## src/rtl/regfile_mp.sv

```systemverilog
// regfile_mp: parametrised multi-port register file with combinational read
// ports, one synchronous write port, optional write-through bypass, a
// hardwired-zero x0 and a sequential clear engine that gates the core via ready.
module regfile_mp #(
    parameter int XLEN     = 32,
    parameter int NREGS    = 32,
    parameter int NRD      = 2,
    parameter int ZERO_REG = 1,
    parameter int BYPASS   = 1,
    localparam int AW      = $clog2(NREGS)
) (
    input  logic                clk,
    input  logic                rst,
    input  logic                clr,
    output logic                ready,
    input  logic                we,
    input  logic [AW-1:0]       wraddr,
    input  logic [XLEN-1:0]     wrdata,
    input  logic [NRD*AW-1:0]   rs,
    output logic [NRD*XLEN-1:0] rdout,
    output logic                wr_drop
);

    typedef enum logic {
        CLEAR = 1'b0,
        IDLE  = 1'b1
    } state_t;

    localparam logic [AW-1:0] LAST_IDX = AW'(NREGS - 1);

    logic [XLEN-1:0] mem [NREGS];

    state_t          state;
    state_t          state_next;
    logic [AW-1:0]   idx;
    logic [AW-1:0]   idx_next;
    logic            ready_next;
    logic            wr_drop_next;
    logic            write_ok;

    // A write lands only when the file is usable and it does not target a hardwired x0
    assign write_ok = we && !((ZERO_REG != 0) && (wraddr == '0));

    // State, clear index and registered status flags; reset wins over everything
    always_ff @(posedge clk) begin
        if (rst) begin
            state   <= CLEAR;
            idx     <= '0;
            ready   <= 1'b0;
            wr_drop <= 1'b0;
        end else begin
            state   <= state_next;
            idx     <= idx_next;
            ready   <= ready_next;
            wr_drop <= wr_drop_next;
        end
    end

    // Next-state logic: walk idx across the array while clearing, restart on clr
    always_comb begin
        state_next   = state;
        idx_next     = idx;
        ready_next   = ready;
        wr_drop_next = 1'b0;
        unique case (state)
            CLEAR: begin
                wr_drop_next = we;
                if (clr) begin
                    idx_next = '0;
                end else if (idx == LAST_IDX) begin
                    idx_next   = '0;
                    state_next = IDLE;
                    ready_next = 1'b1;
                end else begin
                    idx_next = idx + AW'(1);
                end
            end
            IDLE: begin
                if (clr) begin
                    state_next = CLEAR;
                    idx_next   = '0;
                    ready_next = 1'b0;
                end
            end
        endcase
    end

    // Storage update: the clear engine owns the array while clearing, otherwise the write port does
    always_ff @(posedge clk) begin
        if (!rst) begin
            if (state == CLEAR) begin
                mem[idx] <= '0;
            end else if (write_ok) begin
                mem[wraddr] <= wrdata;
            end
        end
    end

    for (genvar k = 0; k < NRD; k++) begin : g_rd
        logic [AW-1:0]   addr;
        logic [XLEN-1:0] data;

        assign addr = rs[k*AW +: AW];

        // Read mux: zero while clearing or for x0, then forwarded write data, then the array
        always_comb begin
            data = mem[addr];
            if (state == CLEAR) begin
                data = '0;
            end else if ((ZERO_REG != 0) && (addr == '0)) begin
                data = '0;
            end else if ((BYPASS != 0) && we && (wraddr == addr)) begin
                data = wrdata;
            end
        end

        assign rdout[k*XLEN +: XLEN] = data;
    end

endmodule

```

## config.mk

```make
export PLATFORM = sky130hd
export DESIGN_NAME = regfile_mp
export DESIGN_NICKNAME = d
export VERILOG_FILES = /design/src/rtl/regfile_mp.sv
export SDC_FILE = /design/constraint.sdc
export NUM_CORES = 1
export LEC_CHECK = 0
export CORE_AREA = 2 2 497 376
export CTS_CLUSTER_SIZE = 24
export DETAILED_ROUTE_END_ITERATION = 10
export DIE_AREA = 0 0 499 378
export GPL_ROUTABILITY_DRIVEN = 0
export PLACE_DENSITY = 0.4
export SYNTH_ARGS = -nofsm -noshare
export SYNTH_HDL_FRONTEND = slang
export SYNTH_SLANG_ARGS = --single-unit
```

## constraint.sdc

```tcl
create_clock -name clk -period 6.1 [get_ports clk]
set_input_delay 0.61 -clock clk [delete_from_list [all_inputs] [get_ports clk]]
set_output_delay 0.61 -clock clk [all_outputs]
set_load 0.01 [all_outputs]
```

**After elaboration in Yosys (flattened, before gate mapping)**

Memories as Yosys holds them, arrays and structs flattened.
Index checks and enable logic that the tools add are counted.

- Register bits: 8
- Bits in writable memories: 1,024
- Input port bits: 51
- Memories kept: 1

Memory list:

| memory | depth | bits a word | rd ports | clocked after memory_dff | write ports | RTL line | text |
|---|---|---|---|---|---|---|---|
| mem | 32 | 32 | 2 | 0 | 1 | 31 | `logic [XLEN-1:0] mem [NREGS];` |

- $add $sub $neg: 1
- Equal/unequal tests: 6
- Muxes and demuxes: 28
- Bitwise gates (word level): 1
- Reduce and logical (&&, ||, !) cells: 10

Operators with widths:

| cell | number |
|---|---|
| $mux 32 | 7 |
| $reduce_or 32->1 | 1 |
| $mux 5 | 4 |
| $logic_not 5->1 | 3 |
| $mux 1 | 14 |
| $eq 5x5->1 | 2 |
| $pmux 5 s2 | 1 |
| $ne 2x2->1 const B | 3 |
| $add 5x1->5 const B | 1 |
| $eq 5x5->1 const B | 1 |
| $pmux 1 s2 | 2 |
| $logic_and 1x1->1 | 3 |
| $reduce_and 3->1 | 1 |
| $reduce_or 2->1 | 1 |
| $logic_not 1->1 | 1 |
| $not 1->1 | 1 |

**Depth between registers and ports, before layout**

Gate-level depths: netlist of run 1.

- Depth after elaboration: 9
- Mapped depth: 10

**Worst setup path before layout of run 1**

Ideal clock, no wire load.

- Path type: in2reg
- Start point: in rst
- End point: mem mem[15][0], enable pin
- Library setup time: 421 ps
- Data arrival time: 3,007 ps
- Data required time: 5,679 ps
- Path slack: 2,672 ps
- Stages: 6
- Cells stage by stage: and3b_1 clkbuf_1 a21boi_2 buf_2 a31oi_1 nor2_1

- Word-level cells in the longest chain between the ends: 4
- Elaborated cells on any way between the ends: 7
- Those cells by class: mux (6); reduce/logical (1)

RTL lines:

| element | RTL line | text |
|---|---|---|
| start, declared | 13 | `input logic rst,` |
| $mux 1 | 90 | `if (!rst) begin` |
| $mux 1 (implied by the code) | 94 | `mem[wraddr] <= wrdata;` |
| $reduce_or 32->1 (no source line) | - |  |
| $mux 5 (no source line) / $mux 1 (equally long branches) | - |  |
| end, declared | 31 |  |

Parallel ways exist; a longest one is shown, timed or not.

**Worst setup path in the final report of run 1**

- Start point: in rs[7]
- End point: out rdout[44]

- Word-level cells in the longest chain between the ends: 5
- Elaborated cells on any way between the ends: 7
- Those cells by class: eq/ne (1); mux (3); reduce/logical (2); memory (1)

RTL lines:

| element | RTL line | text |
|---|---|---|
| start, declared | 19 | `input logic [NRD*AW-1:0] rs,` |
| branches (longest 3 deep; another with $mem_v2 32x32) | - |  |
| $mux 32 * | 110 | `end else if ((ZERO_REG != 0) && (addr == '0)) begin` |
| $mux 32 * | 108 | `if (state == CLEAR) begin` |
| end, declared | 20 | `output logic [NRD*XLEN-1:0] rdout,` |

Every way passes the cells marked *.

==> impl_metrics.csv, run 1 <==
group,metric,value,unit
status,status,"finished, final reports clean",
sta,tns,0,ns
detailed_routing,vias_per_cell,5.58,
synthesis,yosys.area_share.simple,2.72,%
floorplan,row_count,137,
critical_path,worstSetupEndpointType,"output pin",
global_routing,grt_max_degree,66,
critical_path,r2r_slack,2.13,ns
synthesis,postSynthCellCount,2885,
sta,setup_slack,1.25,ns
cells_and_area,num-fill-cells,17800,
synthesis,muxShareOfSynthArea,23.9,%
synthesis,synthAdderAreaFrac,0.0507,%
clocking,clock_latency,0.75,ns
global_routing,antenna_found_initial,10,
synthesis,synth-seq-cells,1032,
worst_hold_path,hold_path_end,"ready",
sta,period_needed,4.85,ns
cells_and_area,layout-drive-gt1-share,23.1,%
floorplan,die_h,378,um
placed_design,dp_cells,5318,
synthesis,synth_area,49400,um^2
floorplan,die-area,189000,um^2
synthesis,yosys_warnings,0,
critical_path,rr_startpoint,"state",
placed_design,portBuffers,116,
sta,hold_violations,0,
critical_path,critPathKind,"in -> out",
clocking,cts_num_sinks,1032,
sta,rsz0062_at_grt,"no",
synthesis,synth_edf_count,1024,
detailed_routing,vias,30800,
global_routing,globalRouteOverflowTotal,0,
clocking,cts_tree,"yes",
global_routing,grt_pass1_wl,264000,um
clocking,hold_buffers,0,
clocking,cts_made_buffers,108,
floorplan,fp.coreArea,184000,um^2
synthesis,yosysSeqAreaShare,62.6,%
detailed_routing,drtAntennaViolNets,0,
cells_and_area,antennaDiodeCount,0,
cells_and_area,final_cells,5516,
critical_path,r2r_cells,8,
critical_path,crit_arrival,4.24,ns
synthesis,synth_xor_area_share,0.177,%
worst_hold_path,holdPathStages,2,
sta,skew,0.0316,ns
synthesis,syn-num-nets,2938,
critical_path,crit_start,"rs[7]",
floorplan,initial_core_util,26.8,%
worst_hold_path,hp-start,"ready",
detailed_routing,routed_wl,192000,um
sta,max_slew_margin,11.2,%
sta,clock.fmax,0.206,GHz
flow_run,maxCapViolCount,0,
sta,finalSetupViolCount,0,
global_routing,gr-usage-all-layers,20.0,%
detailed_routing,wl_per_cell,34.8,um
clocking,cts_root_buffer,"clkbuf_16",
critical_path,r2r_end,"mem[17][24]",
power_and_ir_drop,irDropWorstVdd,0.000232,V
placed_design,dp_slack,1.33,ns
synthesis,synthDominantCellAreaShare,62.2,%
sta,min_period_over_period,79.5,%
clocking,clk_pin_slew,0.07,ns
clocking,h-tree-depth,3,
global_routing,grt_pass1_vias,32000,
synthesis,yosys-top-cells-area,"edfxtp_1 62%, mux4_2 15%, mux2i_1 8.4%",
placed_design,dp_hpwl,117000,um
sta,tightest_slew,1.33,ns
clocking,post_cts_buffers,0,
synthesis,synth-compound-area-share,7.68,%
clocking,ctsResizeCount,0,
detailed_routing,firstDrtPassIters,5,
clocking,clk_path_buf_depth,3,
floorplan,io_pins,117,
cells_and_area,area_delta_synth_final,15.7,%
critical_path,cp-start-kind,"primary input",
power_and_ir_drop,p_leak,0.0172,uW
synthesis,synth_top_family_by_area,"multiplexers",
synthesis,syn_area_per_cell,17.1,um^2
critical_path,cp_max_fo,34,
sta,slew_violations,0,
floorplan,die-width,499,um
synthesis,synthDistinctLibCells,55,
synthesis,synthArstFlopShare,0,%
detailed_routing,drt-initial-drc-count,3200,
synthesis,synth_top_cell_by_area,"edfxtp_1",
critical_path,worstPathRequired,5.49,ns
worst_hold_path,min_path_type,"reg -> reg",
power_and_ir_drop,powerDensity,271,nW/um^2
synthesis,ys.flop_type,"edfxtp_1",
cells_and_area,nets,3049,
detailed_routing,remaining_drc_errors,0,
-- cell usage in the layout, fill, tap and decap left out, types with 32 or more instances in the layout --
| cell type | Yosys | final |
|---|---|---|
| mux2_2 | 40 | 40 |
| o221ai_1 | 73 | 73 |
| and2_1 | 42 | 40 |
| clkdlybuf4s50_1 | 0 | 106 |
| a41oi_1 | 32 | 32 |
| mux2i_1 | 413 | 413 |
| a31oi_1 | 86 | 86 |
| a22oi_1 | 62 | 62 |
| edfxtp_1 | 1024 | 1024 |
| mux4_2 | 320 | 320 |
| nand2_1 | 53 | 52 |
| o22ai_1 | 80 | 80 |
| nor2b_1 | 54 | 51 |
| clkbuf_16 | 0 | 108 |
| buf_4 | 35 | 125 |
| o21ai_0 | 132 | 132 |
| nor2_4 | 0 | 37 |
-- stage by stage --
| step | total power, uW | hold slack (ns) | area, um^2 | utilization [%] |
|---|---|---|---|---|
| 3_3_place_gp | 9020 | 0.479 | 53800 | 29.2 |
| 2_1_floorplan | 8550 | 0.525 | 49400 | - |
| 4_1_cts | 15600 | 0.487 | 57200 | 31.0 |
| 6_report | 15500 | 0.497 | 57200 | 31.0 |
| 5_1_grt | 15900 | 0.553 | 57200 | 31.0 |
| 3_5_place_dp | 9020 | 0.485 | 53800 | 29.2 |
-- worst max-delay path, stage by stage --
cell and delay (ns):
buf_4 0.58, nor2b_4 0.96, buf_4 0.53, a22oi_1 0.17
a31oi_1 0.60, a31oi_1 0.19, clkdlybuf4s50_1 0.54
-- Yosys cell counts (7+ instances only) --
| cell | number |
|---|---|
| buf_2 | 42 |
| xor2_1 | 8 |
| o221ai_1 | 73 |
| mux4_2 | 320 |
| buf_4 | 35 |
| clkbuf_1 | 115 |
| mux2i_1 | 413 |
| o221a_1 | 7 |
| a41oi_1 | 32 |
| a211o_1 | 12 |
| nand3_1 | 16 |
| mux2_2 | 40 |
| a31oi_1 | 86 |
| a22oi_1 | 62 |
| buf_6 | 31 |
| o21ai_0 | 132 |
| dfxtp_1 | 8 |
| a21oi_1 | 14 |
| nand2_1 | 53 |
| nand2b_1 | 9 |
| nor3_1 | 7 |
| nor3b_1 | 8 |
| a22o_1 | 24 |
| buf_1 | 21 |
| and2_1 | 42 |
| nor2_1 | 56 |
| o22ai_1 | 80 |
| edfxtp_1 | 1024 |
| nor2b_1 | 54 |
-- cell families (layout without fill, tap and decap cells) --
group                      count (synthesis)  after routing
DFF                                     1032           1032
muxes                                    773            773
AOI/OAI and AO/OA                        550            550
and+or+nand+nor                          260            260
buffers and inverters                    258            457
xor gates and xnor gates                  10             10
adders and majority gates                  2              2
-- area by class of cell --
class | count | area [um^2] | share of cell area, %
multi-input combinational | 1595 | 17400 | 30.4
sequential | 1032 | 30900 | 54.1
tap | 2432 | 3040 | 5.32
clock buffer | 137 | 2810 | 4.92
inverter | 6 | 22.5 | 0.0394
clock inverter | 61 | 606 | 1.06
timing repair buffer | 253 | 2380 | 4.16
-- where the power goes --
group	internal, uW	leakage (uW)	switching (uW)
Combinational	420	0.00702	742
Sequential	7700	0.00856	11.4
Clock	3720	0.00166	2920
Total	11800	0.0172	3670
-- layer usage --
metal	track usage, %	routed length [um]	vias to the layer above
met3	3.51	12600	285
met4	5.87	5820	2
li1	-	-	12400
met5	0	13	-
met1	28.7	87200	16800
met2	31.0	86400	1293
-- worst max path at each step --
| stage | cells past startpoint | end | slack, ns |
|---|---|---|---|
| after floorplan | 6 | mem[15][0] | 2.67 |
| after global placement | 6 | rdout[0] | 1.22 |
| after detailed placement | 6 | rdout[0] | 1.33 |
| after CTS | 6 | rdout[0] | 1.33 |
| after global routing | 8 | rdout[44] | 1.23 |
| final | 7 | rdout[44] | 1.25 |
-- flip-flops by register name (all words and copies together) (netlist names) --
name,flops
mem,1024
idx,5
ready,1
state,1
wr_drop,1
Power figures use the tool's default switching activity.
==> run 2, diff against run 1 <==
Settings changed: PLACE_DENSITY 0.4 to 0.41.
Clock period 6.1 ns to 4.3 ns, I/O delays scaled along.
==> run 2 against run 1 <==
Against the previous run:
- worst hold slack got worse by 0.091 ns
- first-iteration DRC count up 5.7%
- via count is 1.7% higher
- clock skew is 0.0042 ns lower
- highest routed layer unchanged
- die area is the same
==> impl_metrics.csv, run 2 (synthesized netlist as in run 1, its figures left out) <==
group,metric,value,unit
critical_path,r2r_end,"mem[0][30]",
power_and_ir_drop,powerDensity,377,nW/um^2
global_routing,gr-usage-all-layers,20.1,%
floorplan,io_pins,117,
critical_path,worstPathRequired,3.87,ns
detailed_routing,routed_wl,194000,um
floorplan,die-area,189000,um^2
sta,min_period_over_period,96.5,%
global_routing,globalRouteOverflowTotal,0,
cells_and_area,num-fill-cells,17700,
detailed_routing,drt-initial-drc-count,3383,
critical_path,worst_path_most_repeated_cell,"clkdlybuf4s50_1",
power_and_ir_drop,irDropWorstVdd,0.000289,V
sta,finalSetupViolCount,0,
global_routing,grt_use_met1,29.4,%
critical_path,critPathKind,"in -> out",
detailed_routing,vias_per_cell,5.56,
clocking,clk_path_buf_depth,3,
placed_design,portBuffers,116,
critical_path,worstSetupEndpointType,"output pin",
critical_path,path_delay_family,"buffers and inverters",
floorplan,die_h,378,um
detailed_routing,firstDrtPassIters,5,
critical_path,r2r_cells,5,
sta,hold_violations,0,
detailed_routing,remaining_drc_errors,0,
global_routing,grt_max_degree,68,
sta,slew_violations,0,
sta,period_needed,4.15,ns
floorplan,fp.coreArea,184000,um^2
detailed_routing,drtAntennaViolNets,0,
floorplan,initial_core_util,26.8,%
cells_and_area,largest_reg_flops,1024,
sta,tns,0,ns
status,status,"finished, final reports clean",
global_routing,antenna_found_initial,11,
cells_and_area,postLayoutCoreUtil,31.9,%
placed_design,dpl-instance-area,55200,um^2
floorplan,row_count,137,
worst_hold_path,hold_path_end,"ready",
cells_and_area,mostFrequentLayoutCell,"edfxtp_1",
clocking,cts_root_buffer,"clkbuf_16",
critical_path,critical_path.slowest_cell,"clkdlybuf4s50_1",
worst_hold_path,hp-start,"clr",
sta,rsz0062_at_grt,"no",
cells_and_area,area_delta_synth_final,18.9,%
cells_and_area,top_register,"mem",
clocking,clock_latency,0.74,ns
critical_path,cp_num_buf_inv,3,
global_routing,busiest_layer,"met2",
worst_hold_path,holdPathStages,4,
sta,max_slew_margin,26.1,%
global_routing,grt_pass1_wl,264000,um
cells_and_area,ff_latch_area,30900,um^2
clocking,cts_num_sinks,1032,
floorplan,die-width,499,um
sta,skew,0.0275,ns
clocking,cts_tree,"yes",
critical_path,crit_arrival,3.72,ns
cells_and_area,finish.instance_area,58700,um^2
clocking,clk_pin_slew,0.07,ns
critical_path,rr_startpoint,"state",
critical_path,cp-start-kind,"primary input",
cells_and_area,layout-drive-gt1-share,26.0,%
critical_path,critPathMaxStageDelay,0.65,ns
clocking,hold_buffers,0,
clocking,h-tree-depth,3,
cells_and_area,final_cell_mix,"1024 x edfxtp_1, 413 x mux2i_1, 320 x mux4_2",
global_routing,grt_use_met2,30.4,%
power_and_ir_drop,p_leak,0.0202,uW
sta,tightest_slew,1.10,ns
cells_and_area,nets,3168,
global_routing,grt_pass1_vias,32100,
global_routing,use_met3,3.80,%
worst_hold_path,min_path_type,"in -> reg",
clocking,post_cts_buffers,0,
placed_design,dp_cells,5438,
detailed_routing,vias,31300,
critical_path,cp_max_fo,20,
cells_and_area,final_cells,5634,
cells_and_area,multiInputGateArea,17400,um^2
critical_path,crit_chain,"clkdlybuf4s50_1, xor2_1, nor4_1, nand3_4, buf_4, a41oi_1, clkdlybuf4s50_1",
cells_and_area,reg_top3,"mem x1024, idx x5",
sta,clock.fmax,0.241,GHz
clocking,cts_made_buffers,107,
detailed_routing,wl_per_cell,34.4,um
flow_run,maxCapViolCount,0,
critical_path,r2r_slack,1.02,ns
placed_design,dp_hpwl,121000,um
## run 2: cell count changes in the layout (fill, tap and decap cells not counted), moves of 3 or more
cell	before	now
buf_4	125	200
buf_12	15	60
clkinvlp_4	4	0
clkinv_1	21	18
diode_2	0	3
## run 2: through the flow
stage | hold slack, ns | setup WS (ns) | total power, uW
2_1_floorplan | 0.502 | 1.05 | 12100
5_1_grt | 0.431 | 0.0825 | 22800
4_1_cts | 0.357 | 0.0108 | 22400
3_5_place_dp | 0.504 | 0.0885 | 12800
3_3_place_gp | 0.484 | 0.00532 | 12800
6_report | 0.406 | 0.151 | 22200
## run 2: tightest hold or removal path: cells and delay by family
family	cells	cell delay, ns
AO/OA/AOI/OAI	1	0.06
buffers and inverters	1	0.45
AND/OR/NAND/NOR	2	0.16
## run 2: report_power, final
part | internal (uW) | switching, uW | total [uW]
combinational | 645 | 1020 | 1660
clock | 5430 | 4130 | 9570
sequential | 10900 | 15.2 | 10900
## run 2: worst max path at each step
stage	depth (start not counted)	start	slack, ns	endpoint
global route	7	wraddr[2]	0.08	rdout[0]
detailed placement	7	wraddr[2]	0.09	rdout[0]
global placement	7	wraddr[2]	0.005	rdout[22]
finish	7	wraddr[2]	0.15	rdout[0]
floorplan	6	rst	1.05	mem[15][0]
CTS	6	state	0.01	rdout[33]
## run 2: cell type report
class	count	area share, %
antenna	3	0.0128
inverter	6	0.0383
clock buffer	137	4.82
clock inverter	56	1.14
sequential	1032	52.6
tap	2432	5.18
multi-input combinational	1595	29.6
timing repair buffer	373	6.54
## run 2: metal layers
layer | wire (um) | up-vias
met2 | 85600 | 1427
met1 | 87800 | 17000
met5 | 46 | -
met3 | 15000 | 235
li1 | - | 12600
met4 | 5190 | 6
## run 2: timing repair
item | CTS | global route
resized for setup | 0 | 1
setup endpoints to repair | 0 | 1
hold endpoints to repair | 0 | 0
==> run 3, diff against run 2 <==
Settings changed: CORE_AREA 2 2 497 376 to 2 2 370 280, DIE_AREA 0 0 499 378 to 0 0 372 282, PLACE_DENSITY 0.41 to 0.67.
==> run 3 against run 2 <==
Against the previous run:
- first-iteration DRC count up 46%
- clock-buffer cell count down 22
- global-route usage up 10 points
- flip-flop and latch count unchanged
- sequential share of layout area up 2.2 points
==> impl_metrics.csv, run 3 (synthesized netlist as in run 1, its figures left out) <==
group,metric,value,unit
critical_path,r2r_end,"mem[24][9]",
critical_path,rr_startpoint,"state",
critical_path,cp_num_buf_inv,2,
critical_path,critPathMaxStageDelay,0.88,ns
sta,tns,0,ns
critical_path,worst_setup_path_endpoint,"rdout[12]",
clocking,cts_root_buffer,"clkbuf_16",
sta,period_needed,4.16,ns
critical_path,crit_arrival,3.73,ns
global_routing,antenna_found_initial,6,
detailed_routing,drtAntennaViolNets,0,
placed_design,dp_hpwl,95500,um
cells_and_area,largest_reg_flops,1024,
critical_path,critPathKind,"reg -> out",
clocking,h-tree-depth,3,
cells_and_area,final_cell_mix,"1024 x edfxtp_1, 413 x mux2i_1, 320 x mux4_2",
worst_hold_path,min_path_type,"in -> reg",
sta,skew,0.0223,ns
placed_design,portBuffers,116,
sta,slew_violations,0,
detailed_routing,remaining_drc_errors,0,
sta,rsz0062_at_grt,"no",
sta,clock.fmax,0.241,GHz
sta,hold_violations,0,
clocking,cts_made_buffers,96,
cells_and_area,mostFrequentLayoutCell,"edfxtp_1",
critical_path,cp_num_cells,5,
clocking,ctsResizeCount,0,
clocking,cts_tree,"yes",
cells_and_area,reg_top3,"mem x1024, idx x5",
detailed_routing,firstDrtPassIters,6,
detailed_routing,wl_per_cell,35.9,um
global_routing,grt_pass1_wl,227000,um
cells_and_area,area_delta_synth_final,14.2,%
flow_run,maxCapViolCount,0,
status,status,"finished, final reports clean",
floorplan,die_h,282,um
critical_path,crit_chain,"o31a_2, buf_4, o21ai_0, a41oi_1, clkdlybuf4s50_1",
floorplan,initial_core_util,48.9,%
detailed_routing,drt-initial-drc-count,4945,
critical_path,cp-start-kind,"flop",
clocking,post_cts_buffers,0,
clocking,hold_buffers,0,
critical_path,cp_max_fo,19,
global_routing,grt_pass1_vias,31800,
floorplan,row_count,101,
sta,finalSetupViolCount,0,
floorplan,die-area,105000,um^2
clocking,clk_path_buf_depth,3,
sta,max_slew_margin,19.3,%
detailed_routing,routed_wl,160000,um
global_routing,gr-usage-all-layers,30.5,%
critical_path,path_delay_family,"compound AO/OA/AOI/OAI gates",
cells_and_area,layout-drive-gt1-share,24.4,%
critical_path,r2r_slack,0.65,ns
floorplan,fp.coreArea,101000,um^2
critical_path,worstPathRequired,3.87,ns
critical_path,r2r_cells,6,
sta,tightest_slew,1.21,ns
power_and_ir_drop,irDropWorstVdd,0.000320,V
critical_path,crit_start,"state",
clocking,cts_num_sinks,1032,
critical_path,worstSetupEndpointType,"output pin",
detailed_routing,vias_per_cell,7.11,
cells_and_area,top_register,"mem",
sta,min_period_over_period,96.6,%
detailed_routing,vias,31700,
clocking,clock_latency,0.70,ns
power_and_ir_drop,powerDensity,372,nW/um^2
global_routing,globalRouteOverflowTotal,0,
clocking,clk_pin_slew,0.06,ns
floorplan,die-width,372,um
cells_and_area,nets,3101,
cells_and_area,num-fill-cells,7575,
cells_and_area,final_cells,4463,
global_routing,grt_max_degree,65,
critical_path,critical_path.slowest_cell,"dfxtp_1",
floorplan,io_pins,117,
placed_design,dp_cells,4289,
power_and_ir_drop,p_leak,0.0197,uW
==> run 3: changes by cell type in the layout (fill, tap and decap cells not counted), moves of 2 or more <==
cell	previous run	this run
diode_2	3	1
inv_6	1	3
buf_12	60	54
clkinvlp_4	0	5
bufinv_16	13	9
clkbuf_16	108	97
nand2b_2	1	3
clkbuf_1	27	16
buf_4	200	150
nand2b_4	2	0
clkinv_1	18	21
==> run 3: where the power goes <==
group	internal, uW	switching [uW]	leakage (uW)
registers	10900	15.8	0.0106
logic	615	918	0.00759
clock network	4720	3810	0.00149
total	16200	4740	0.0197
==> run 3: through the flow <==
step / setup slack [ns] / hold slack (ns) / util [%] / cell area (um^2) / total power (uW)
2_1_floorplan: 1.05 / 0.502 / - / 49400 / 12100
3_3_place_gp: 0.551 / 0.477 / 52.8 / 53300 / 12600
3_5_place_dp: 0.478 / 0.492 / 52.8 / 53300 / 12600
4_1_cts: 0.272 / 0.391 / 55.9 / 56400 / 21000
5_1_grt: 0.0815 / 0.476 / 55.9 / 56400 / 21500
6_report: 0.145 / 0.417 / 55.9 / 56400 / 21000
==> run 3: how the worst min path moves through the flow <==
| stage | from | to | slack (ns) | cells past startpoint |
|---|---|---|---|---|
| 6_report | clr | ready | 0.42 | 4 |
| 5_1_grt | clr | ready | 0.48 | 4 |
| 4_1_cts | clr | ready | 0.39 | 4 |
| 3_5_place_dp | ready | ready | 0.49 | 2 |
| 3_3_place_gp | ready | ready | 0.48 | 2 |
| 2_1_floorplan | rst | ready | 0.50 | 1 |
==> run 3: final cells by class <==
cell class / count / area [um^2] / share of cell area [%]
Antenna cell: 1 / 2.50 / 0.00444
Clock buffer: 115 / 2510 / 4.46
Clock inverter: 58 / 554 / 0.983
Inverter: 6 / 22.5 / 0.0399
Multi-Input combinational cell: 1595 / 17400 / 30.8
Sequential cell: 1032 / 30900 / 54.8
Tap cell: 1339 / 1680 / 2.97
Timing Repair Buffer: 317 / 3340 / 5.93
==> run 3: worst register-to-register path, stage by stage, from the launching register on <==
cell and delay (ns):
dfxtp_1 0.88, and3b_1 0.40, a21boi_4 0.45, buf_4 0.50, buf_4 0.38, and2_1 0.55
buf_4 0.32
==> run 3: layer usage <==
metal / up-vias / track usage, % / wire length (um)
met5: - / 0 / 42
met3: 388 / 8.56 / 21400
met4: 8 / 12.6 / 7140
li1: 12500 / - / -
met1: 16400 / 43.5 / 61300
met2: 2440 / 44.3 / 70100
